===== src/rtl/sim_mon_pkg.sv =====
// ----------------------------------------------------------------------------
// sim_mon_pkg
//   Shared types and constants for the end-of-test monitor.
//   mon_status_e : monitor verdict, RUN while the test is still in progress.
//   TOHOST_PASS_VAL : tohost value that signals a passing test.
// ----------------------------------------------------------------------------
package sim_mon_pkg;

    typedef enum logic [2:0] {
        RUN     = 3'd0,
        PASS    = 3'd1,
        FAIL    = 3'd2,
        TIMEOUT = 3'd3,
        STALL   = 3'd4
    } mon_status_e;

    localparam logic [31:0] TOHOST_PASS_VAL = 32'h1;

endpackage


===== src/rtl/sat_counter.sv =====
// ----------------------------------------------------------------------------
// sat_counter
//   Saturating up-counter. Adds i_inc every clock, sticks at all-ones instead
//   of wrapping. i_clr has priority over the increment.
//   Ports:
//     clk    : clock
//     reset  : asynchronous active-high reset, clears the count
//     i_inc  : amount to add this cycle (0 holds the count)
//     i_clr  : synchronous clear
//     o_cnt  : registered count
// ----------------------------------------------------------------------------
module sat_counter #(
    parameter int W = 32
) (
    input  logic         clk,
    input  logic         reset,
    input  logic [W-1:0] i_inc,
    input  logic         i_clr,
    output logic [W-1:0] o_cnt
);

    logic [W-1:0] cnt_q;
    logic [W-1:0] cnt_d;
    logic [W:0]   sum;

    always_comb begin
        sum = {1'b0, cnt_q} + {1'b0, i_inc};
        if (i_clr) begin
            cnt_d = '0;
        end else if (sum[W]) begin
            // carry out means the true sum no longer fits: pin at all-ones
            cnt_d = '1;
        end else begin
            cnt_d = sum[W-1:0];
        end
    end

    always_ff @(posedge clk or posedge reset) begin
        if (reset) begin
            cnt_q <= '0;
        end else begin
            cnt_q <= cnt_d;
        end
    end

    assign o_cnt = cnt_q;

endmodule


===== src/rtl/sim_test_monitor.sv =====
// ----------------------------------------------------------------------------
// sim_test_monitor
//   End-of-test monitor for rv32i_soc regressions. Snoops store ports and
//   retire strobes of NUM_CH channels and decides PASS / FAIL / TIMEOUT /
//   STALL. Once out of RUN the verdict and all counters hold until reset.
//   Ports:
//     clk, reset     : clock, asynchronous active-high reset
//     i_en           : monitor enable; everything frozen while low
//     i_st_valid     : per-channel store beat valid
//     i_st_addr      : per-channel store byte address (ADDR_W each)
//     i_st_wdata     : per-channel store data (32 bits each)
//     i_retire       : per-channel instruction retire strobe
//     o_done/o_pass  : test finished / finished with PASS
//     o_status       : mon_status_e verdict
//     o_fail_code    : tohost[31:1] of a failing write, else 0
//     o_fail_ch      : channel whose tohost write ended the test
//     o_cycle_cnt    : enabled cycles spent in RUN (saturating)
//     o_retire_cnt   : total retired instructions (saturating)
// ----------------------------------------------------------------------------
module sim_test_monitor
    import sim_mon_pkg::*;
#(
    parameter int                NUM_CH         = 1,
    parameter int                ADDR_W         = 32,
    parameter logic [ADDR_W-1:0] TOHOST_ADDR    = 32'h8000_1000,
    parameter int                TIMEOUT_CYCLES = 500000,
    parameter int                STALL_CYCLES   = 1024,
    parameter int                CNT_W          = 32
) (
    input  logic                     clk,
    input  logic                     reset,
    input  logic                     i_en,
    input  logic [NUM_CH-1:0]        i_st_valid,
    input  logic [NUM_CH*ADDR_W-1:0] i_st_addr,
    input  logic [NUM_CH*32-1:0]     i_st_wdata,
    input  logic [NUM_CH-1:0]        i_retire,
    output logic                     o_done,
    output logic                     o_pass,
    output logic [2:0]               o_status,
    output logic [30:0]              o_fail_code,
    output logic [2:0]               o_fail_ch,
    output logic [CNT_W-1:0]         o_cycle_cnt,
    output logic [CNT_W-1:0]         o_retire_cnt
);

    // Idle counter only needs to reach STALL_CYCLES; saturation keeps it there.
    localparam int IDLE_W = (STALL_CYCLES > 1) ? $clog2(STALL_CYCLES + 1) : 1;

    mon_status_e state_q, state_d;
    logic        done_q, done_d;
    logic        pass_q, pass_d;
    logic [30:0] fail_code_q, fail_code_d;
    logic [2:0]  fail_ch_q, fail_ch_d;

    logic              active;
    logic [NUM_CH-1:0] hit;
    logic [31:0]       ch_wdata [NUM_CH];
    logic              win_found;
    logic [2:0]        win_ch;
    logic [31:0]       win_data;
    logic [CNT_W-1:0]  ret_pop;
    logic              any_retire;
    logic              timeout_hit;
    logic              stall_hit;

    logic [CNT_W-1:0]  cycle_cnt, retire_cnt;
    logic [IDLE_W-1:0] idle_cnt;
    logic [CNT_W-1:0]  cycle_inc, retire_inc;
    logic [IDLE_W-1:0] idle_inc;
    logic              idle_clr;

    assign active     = i_en && (state_q == RUN);
    assign any_retire = |i_retire;

    // A store only counts as a verdict when bit 0 is set; even values are
    // syscalls or clears of tohost.
    for (genvar gi = 0; gi < NUM_CH; gi++) begin : g_hit
        assign ch_wdata[gi] = i_st_wdata[gi*32 +: 32];
        assign hit[gi]      = i_st_valid[gi]
                           && (i_st_addr[gi*ADDR_W +: ADDR_W] == TOHOST_ADDR)
                           && i_st_wdata[gi*32];
    end

    // Lowest channel index wins: scan downward so the last assignment sticks.
    always_comb begin
        win_found = 1'b0;
        win_ch    = '0;
        win_data  = '0;
        for (int k = NUM_CH - 1; k >= 0; k--) begin
            if (hit[k]) begin
                win_found = 1'b1;
                win_ch    = 3'(k);
                win_data  = ch_wdata[k];
            end
        end
    end

    always_comb begin
        ret_pop = '0;
        for (int k = 0; k < NUM_CH; k++) begin
            ret_pop = ret_pop + CNT_W'(i_retire[k]);
        end
    end

    // Thresholds are checked against the value the counter takes on this edge.
    assign timeout_hit = active && ((64'(cycle_cnt) + 64'd1) == 64'(TIMEOUT_CYCLES));
    assign stall_hit   = active && !any_retire && (STALL_CYCLES != 0)
                      && ((64'(idle_cnt) + 64'd1) == 64'(STALL_CYCLES));

    assign cycle_inc  = active ? CNT_W'(1) : '0;
    assign retire_inc = active ? ret_pop : '0;
    assign idle_inc   = (active && !any_retire) ? IDLE_W'(1) : '0;
    assign idle_clr   = active && any_retire;

    sat_counter #(.W(CNT_W)) u_cycle_cnt (
        .clk   (clk),
        .reset (reset),
        .i_inc (cycle_inc),
        .i_clr (1'b0),
        .o_cnt (cycle_cnt)
    );

    sat_counter #(.W(CNT_W)) u_retire_cnt (
        .clk   (clk),
        .reset (reset),
        .i_inc (retire_inc),
        .i_clr (1'b0),
        .o_cnt (retire_cnt)
    );

    sat_counter #(.W(IDLE_W)) u_idle_cnt (
        .clk   (clk),
        .reset (reset),
        .i_inc (idle_inc),
        .i_clr (idle_clr),
        .o_cnt (idle_cnt)
    );

    always_comb begin
        state_d     = state_q;
        fail_code_d = fail_code_q;
        fail_ch_d   = fail_ch_q;
        if (active) begin
            if (win_found) begin
                fail_ch_d = win_ch;
                if (win_data == TOHOST_PASS_VAL) begin
                    state_d = PASS;
                end else begin
                    state_d     = FAIL;
                    fail_code_d = win_data[31:1];
                end
            end else if (timeout_hit) begin
                state_d   = TIMEOUT;
                fail_ch_d = '0;
            end else if (stall_hit) begin
                state_d   = STALL;
                fail_ch_d = '0;
            end
        end
        done_d = (state_d != RUN);
        pass_d = (state_d == PASS);
    end

    always_ff @(posedge clk or posedge reset) begin
        if (reset) begin
            state_q     <= RUN;
            done_q      <= 1'b0;
            pass_q      <= 1'b0;
            fail_code_q <= '0;
            fail_ch_q   <= '0;
        end else begin
            state_q     <= state_d;
            done_q      <= done_d;
            pass_q      <= pass_d;
            fail_code_q <= fail_code_d;
            fail_ch_q   <= fail_ch_d;
        end
    end

    assign o_done       = done_q;
    assign o_pass       = pass_q;
    assign o_status     = state_q;
    assign o_fail_code  = fail_code_q;
    assign o_fail_ch    = fail_ch_q;
    assign o_cycle_cnt  = cycle_cnt;
    assign o_retire_cnt = retire_cnt;

endmodule


===== config.mk =====
export PLATFORM = sky130hd
export DESIGN_NAME = sim_test_monitor
export DESIGN_NICKNAME = d
export VERILOG_FILES = /design/src/rtl/sim_mon_pkg.sv /design/src/rtl/sat_counter.sv /design/src/rtl/sim_test_monitor.sv
export SDC_FILE = /design/constraint.sdc
export NUM_CORES = 1
export LEC_CHECK = 0
export CORE_MARGIN = 4
export CORE_UTILIZATION = 65
export CTS_BUF_LIST = sky130_fd_sc_hd__clkbuf_4 sky130_fd_sc_hd__clkbuf_8 sky130_fd_sc_hd__clkbuf_16
export CTS_CLUSTER_SIZE = 12
export DETAILED_ROUTE_END_ITERATION = 8
export DONT_BUFFER_PORTS = 1
export GPL_TIMING_DRIVEN = 0
export PLACE_DENSITY = 0.92
export SYNTH_ARGS = -nofsm -noshare
export SYNTH_HDL_FRONTEND = slang
export SYNTH_SLANG_ARGS = --single-unit

===== constraint.sdc =====
create_clock -name clk -period 6.12 [get_ports clk]
set_clock_uncertainty 0.2 [all_clocks]
set_input_delay 0.918 -clock clk [delete_from_list [all_inputs] [get_ports clk]]
set_output_delay 0.918 -clock clk [all_outputs]
set_load 0.02 [all_outputs]

==> results.yml, run 1 <==
timing:
  finalHoldViolCount: 0
  period_share: 0.6878
  worst_pin_slew_ps: 715.6
  final-max-slew-violation-count: 0
  setup_tns_ps: 0
  whs_ps: 313.5
  setup_viol: 0
  rsz0062_at_grt: "no"
  relSlewSlack: 0.5229
  max_freq_mhz: 237.6
  finalCriticalPeriod_ps: 4209
routing:
  ant_nets: 0
  via_per_inst: 6.643
  vias: 4796
  drt-initial-drc-count: 221
  drc_errors: 0
  drt-pass1-iter-count: 5
  drt_wl_total_um: 15070
  wl_per_cell_um: 20.87
finish:
  fill_cells: 642
  drive_above_1_share: 0.1319
  nNetsFinal: 684
  syn_to_final_growth_pct: 6.565
  antenna_cells: 0
  stdcell_count: 722
worst_setup_path:
  startpoint_type: "register"
  rrSetupSlack_ps: 1910
  cp_max_fo: 10
  cp_data_arrival_time_ps: 4320
  crit_path_end_kind: "register"
  crit_required_ps: 6230
  path_class: "register to register"
  crit_start: "o_status[2]"
  timing.rr.start: "o_status[2]"
pwr:
  ir_drop_mv: 0.2742
  power_uw: 1526
  leakage_uw: 0.002922
  powerDensity_nw_per_um2: 243.2
logic_synthesis:
  synth.cell_area_um2: 5889
  synth.most_common_cell: "dfrtp_1"
  synth_flop_cell: "dfrtp_1"
  yosys.area.top_type: "dfrtp_1"
  synth_top_area_frac: 0.4716
  synth_cell_types: 60
  synth-seq-cells: 111
  async_reset_ff_frac: 1.000
  ys_warn_count: 0
  synth_cells: 595
  synthTopCellsByCount: "dfrtp_1 (111), nand2_1 (82), nand3_1 (38)"
  synthTopCellsByArea: "dfrtp_1 (47%), mux2_2 (6.3%), nand2_1 (5.2%)"
  yosysSeqAreaShare: 0.4716
  synth_edf_count: 0
  syn_area_per_cell_um2: 9.898
hold_path:
  hp-class: "input pin to asynchronous set/reset pin"
grt:
  grtUsageTotal: 0.2884
  grt_pass1_vias: 4712
  overflow: 0
  grt_pass1_wl_um: 23790
  antenna_found_initial: 0
  grt_max_degree: 61
cts:
  cts_buffers: 9
  post_cts_buffers: 0
  clk_pin_slew_ps: 120
  clockBufferDepth: 2
  clock_sinks: 111
  cts_resized: 0
  htreeDepth: 3
  cts_tree: "yes"
  hold_buffers: 0
  cts_root_buf: "clkbuf_8"
  clock_latency_ps: 380
floorplan:
  die_w_um: 103.2
  num_rows: 34
  io_pins: 172
  chipHeight_um: 103.2
  core_um2: 8763
  dieArea_um2: 10650
  start_util: 0.6720
placement:
  dp_cells: 706
  gp_congestion: 0.9731
  io_buffers: 0
  post-dp-hpwl_um: 11500
run_status:
  status: "finished clean"
run:
  drv_cap: 0
==> worst max-delay path: stages, from the launching register on <==
cell and delay, ps:
dfrtp_1 510, nor4b_4 600, and2_1 260, clkbuf_1 370, ha_1 260, ha_1 230, nand3_1 270, nor3_1 330
nand3_1 150, nor2_1 330, nand2_1 250, clkbuf_1 280, nand2_1 110
==> state kept, by name (all words and copies together), names as in the netlist <==
signal              flops
o_pass                  1
u_cycle_cnt.o_cnt      32
u_idle_cnt.o_cnt       11
o_fail_code            31
u_retire_cnt.o_cnt     32
o_done                  1
o_status                3
==> per-layer routing <==
| metal | global-route usage | vias up | routed length [µm] |
|---|---|---|---|
| li1 | - | 2165 | - |
| met1 | 0.3615 | 2329 | 5769 |
| met2 | 0.4795 | 268 | 7373 |
| met3 | 0.09591 | 34 | 1607 |
| met4 | 0.08367 | 0 | 318 |
| met5 | 0 | - | 0 |
==> layout make-up <==
class	instances	area (µm²)	share of cell area
multi-input combinational	447	2944	0.4691
clock inverter	7	90.09	0.01435
clock buffer	9	123.9	0.01974
timing repair buffer	1	27.53	0.004386
sequential	111	2778	0.4426
buffer	27	130.1	0.02073
inverter	12	47.55	0.007576
tap	108	135.1	0.02153
==> per-stage QoR <==
step | cell area (µm²) | setup slack, ps | utilization
2_1_floorplan | 5897 | 2071 | -
3_3_place_gp | 6032 | 1130 | 0.6883
3_5_place_dp | 6062 | 1682 | 0.6917
4_1_cts | 6276 | 1926 | 0.7162
5_1_grt | 6276 | 1539 | 0.7162
6_report | 6276 | 1911 | 0.7162
==> kinds of logic after synthesis <==
group	share of synthesized area
buf+inv	0.02974
flops	0.4716
fa+ha+maj	0.01275
compound gates	0.06884
other cells	0.0006367
xor+xnor	0.07733
simple gates	0.2675
mux	0.07160
==> cells in the final DEF (no fill, tap or decap), types with 3 or more instances in the layout <==
| cell | instances |
|---|---|
| a41oi_1 | 3 |
| buf_2 | 8 |
| dfrtp_1 | 111 |
| nor4_1 | 16 |
| a21oi_1 | 21 |
| clkbuf_1 | 14 |
| nor3_1 | 21 |
| ha_1 | 6 |
| nor2b_1 | 4 |
| o21a_1 | 3 |
| and2_1 | 5 |
| or3_1 | 5 |
| a31oi_1 | 8 |
| nand2b_1 | 7 |
| conb_1 | 3 |
| mux2_2 | 33 |
| and3_1 | 16 |
| nor2_1 | 32 |
| or4_1 | 4 |
| xor2_1 | 26 |
| buf_4 | 5 |
| o21ai_0 | 7 |
| clkbuf_8 | 9 |
| nand4_1 | 26 |
| xnor2_1 | 26 |
| inv_1 | 11 |
| nand3_1 | 38 |
| and4_1 | 7 |
| nand2_1 | 82 |
| mux2i_1 | 5 |
==> report_power, final <==
group          internal (µW)  switching (µW)
clock network            199             268
logic                   62.1            82.6
registers                777             136
total                   1040             487
==> worst paths after layout <==
check | cells after the start | to
setup / recovery | 12 | u_retire_cnt.o_cnt[11]
hold / removal | 1 | u_cycle_cnt.o_cnt[4]
setup reg to reg | 12 | u_retire_cnt.o_cnt[11]
hold reg to reg | 1 | u_idle_cnt.o_cnt[5]
max in group asynchronous | 2 | o_pass
min in group clk | 1 | u_idle_cnt.o_cnt[5]
No activity file was read; power rests on OpenSTA's default activity.
==> run 2, diff against run 1 <==
--- a/config.mk
+++ b/config.mk
@@ -6,13 +6,13 @@
 export NUM_CORES = 1
 export LEC_CHECK = 0
 export CORE_MARGIN = 4
-export CORE_UTILIZATION = 65
+export CORE_UTILIZATION = 58
 export CTS_BUF_LIST = sky130_fd_sc_hd__clkbuf_4 sky130_fd_sc_hd__clkbuf_8 sky130_fd_sc_hd__clkbuf_16
 export CTS_CLUSTER_SIZE = 12
 export DETAILED_ROUTE_END_ITERATION = 8
 export DONT_BUFFER_PORTS = 1
 export GPL_TIMING_DRIVEN = 0
-export PLACE_DENSITY = 0.92
+export PLACE_DENSITY = 0.87
 export SYNTH_ARGS = -nofsm -noshare
 export SYNTH_HDL_FRONTEND = slang
 export SYNTH_SLANG_ARGS = --single-unit
==> constraint.sdc (replaced) <==
create_clock -name clk -period 3.82 [get_ports clk]
set_clock_uncertainty 0.2 [all_clocks]
set_input_delay 0.573 -clock clk [delete_from_list [all_inputs] [get_ports clk]]
set_output_delay 0.573 -clock clk [all_outputs]
set_load 0.02 [all_outputs]
==> run 2 against run 1 <==
Effect of this change:
- global-route usage is 3.1 points lower
- combinational power is 61% higher
- first-iteration DRC count is 23% higher
- sequential cell count stayed put
- wire length is 2.8% lower
- core utilization is 6.9 points lower
- worst setup slack worse by 1600 ps
- sequential power is 60% higher
- critical endpoint is now u_cycle_cnt.o_cnt[14]
==> results.yml, run 2 (synthesized netlist as in run 1, its figures left out) <==
run_status:
  status: "finished clean"
grt:
  busiest_layer: "met2"
  grt_pass1_wl_um: 23820
  overflow: 0
  grtUsageTotal: 0.2574
  met1_usage: 0.3417
  grtUsageMet2: 0.4214
  met3_usage: 0.06217
  grt_pass1_vias: 4655
  grt_max_degree: 78
  antenna_found_initial: 0
cts:
  htreeDepth: 3
  clock_latency_ps: 380
  cts_buffers: 9
  clockBufferDepth: 2
  cts_root_buf: "clkbuf_8"
  cts_tree: "yes"
  clk_pin_slew_ps: 100
  clock_sinks: 111
worst_setup_path:
  timing.rr.start: "o_status[1]"
  cp.depth: 10
  rrSetupSlack_ps: 320
  cp_data_arrival_time_ps: 3610
  crit_required_ps: 3930
  cp_slowest_cell: "dfrtp_1"
  path_buf_inv: 2
  startpoint_type: "register"
  path_class: "register to register"
  crit_start: "o_status[1]"
  path_cells: "nor4b_4 -> buf_4 -> ha_1 -> ha_1 -> nand3_1 -> nor3_4 -> and2_1 -> nand2_1 -> clkbuf_1 -> nand2_1"
  crit_path_max_incr_delay_ps: 520
  r2r_cells: 10
  crit_path_end_kind: "register"
  cp_max_fo: 10
  cp_top_family: "simple AND/OR/NAND/NOR gates"
pwr:
  clock_power_share: 0.322
  powerDensity_nw_per_um2: 392.8
  internal_power_uw: 1747
  power_uw: 2497
  swShare: 0.3003
  p_sw_uw: 750.1
  ir_drop_mv: 0.3963
  leakage_uw: 0.002959
  power.share.combinational: 0.094
  seq_power_share: 0.584
timing:
  final-max-slew-violation-count: 0
  worst_pin_slew_ps: 582.7
  whs_ps: 133.1
  finalCriticalPeriod_ps: 3502
  period_share: 0.9168
  finalHoldViolCount: 0
  max_freq_mhz: 285.5
  setup_viol: 0
  rsz0062_at_grt: "no"
  relSlewSlack: 0.6080
run:
  drv_cap: 0
floorplan:
  io_pins: 172
  start_util: 0.5998
  core_um2: 9819
  dieArea_um2: 11830
  chipHeight_um: 108.8
  die_w_um: 108.8
  num_rows: 36
finish:
  antenna_cells: 0
  syn_to_final_growth_pct: 7.967
  mostFrequentLayoutCell: "dfrtp_1"
  drive_above_1_share: 0.1398
  nNetsFinal: 685
  final_cell_mix: "dfrtp_1 (111), nand2_1 (82), nand3_1 (38), mux2_2 (33), nor2_1 (31)"
hold_path:
  hold_start: "i_st_wdata[2]"
  hp-class: "input pin to register"
  whs_path_depth: 1
placement:
  gp_congestion: 0.8986
  io_buffers: 0
  post-dp-hpwl_um: 11200
routing:
  ant_nets: 0
  drt-initial-drc-count: 271
  drt_wl_total_um: 14640
  vias: 4681
  via_per_inst: 6.258
  drt-pass1-iter-count: 5
  drc_errors: 0
  wl_per_cell_um: 19.57
-- run 2: stage by stage --
| step | std cells | setup TNS [ps] | instance area (µm²) | setup WS [ps] | util |
|---|---|---|---|---|---|
| floorplan | 597 | 0 | 5897 | 116.3 | - |
| global placement | 730 | -100530 | 6063 | -849.0 | 0.6175 |
| detailed placement | 731 | -8246 | 6093 | -382.7 | 0.6205 |
| CTS | 748 | 0 | 6340 | 99.68 | 0.6456 |
| global route | 748 | 0 | 6359 | 28.01 | 0.6476 |
| finish | 748 | 0 | 6359 | 317.7 | 0.6476 |
-- run 2: area by class of cell --
| class | instances | area [µm²] |
|---|---|---|
| inverters | 12 | 47.55 |
| repair buffers | 3 | 45.04 |
| fillers | 812 | 3461 |
| flip-flops and latches | 111 | 2778 |
| well taps | 133 | 166.4 |
| clock buffers | 11 | 145.1 |
| clock inverters | 5 | 86.33 |
| multi-input cells | 447 | 2964 |
| plain buffers | 26 | 126.4 |
-- run 2: worst register-to-register path, cell delays in order (launching register included) --
cell and delay [ps]:
dfrtp_1 520, nor4b_4 360, buf_4 220, ha_1 260, ha_1 240, nand3_1 220, nor3_4 370, and2_1 260
nand2_1 290, clkbuf_1 360, nand2_1 140
-- run 2: final timing paths --
| path | to |
|---|---|
| min in group asynchronous | u_cycle_cnt.o_cnt[20] |
| setup / recovery | u_cycle_cnt.o_cnt[14] |
| hold / removal | o_fail_code[1] |
| max in group asynchronous | u_idle_cnt.o_cnt[1] |
| setup reg to reg | u_cycle_cnt.o_cnt[14] |
| hold reg to reg | u_idle_cnt.o_cnt[7] |
-- run 2: metal layers --
layer,part of all wire,routed length (µm)
met1,0.40,5816
met2,0.49,7217
met5,0,0
met3,0.094,1369
met4,0.016,237
-- run 2: repair_timing --
action,in CTS,in global routing
setup endpoints to repair,32,40
buffers inserted,1,0
hold buffers,1,0
pin swaps,1,0
hold endpoints to repair,34,0
gates resized for setup,1,4
gates cloned,0,0
-- run 2: power groups by stage --
| stage | Sequential [µW] | Clock [µW] | Combinational [µW] |
|---|---|---|---|
| after CTS | 1460 | 819 | 236 |
| after detailed placement | 1480 | 0 | 230 |
| final | 1460 | 805 | 234 |
| after global placement | 1470 | 0 | 213 |
| after floorplan | 1440 | 0 | 187 |
| after global routing | 1470 | 866 | 269 |
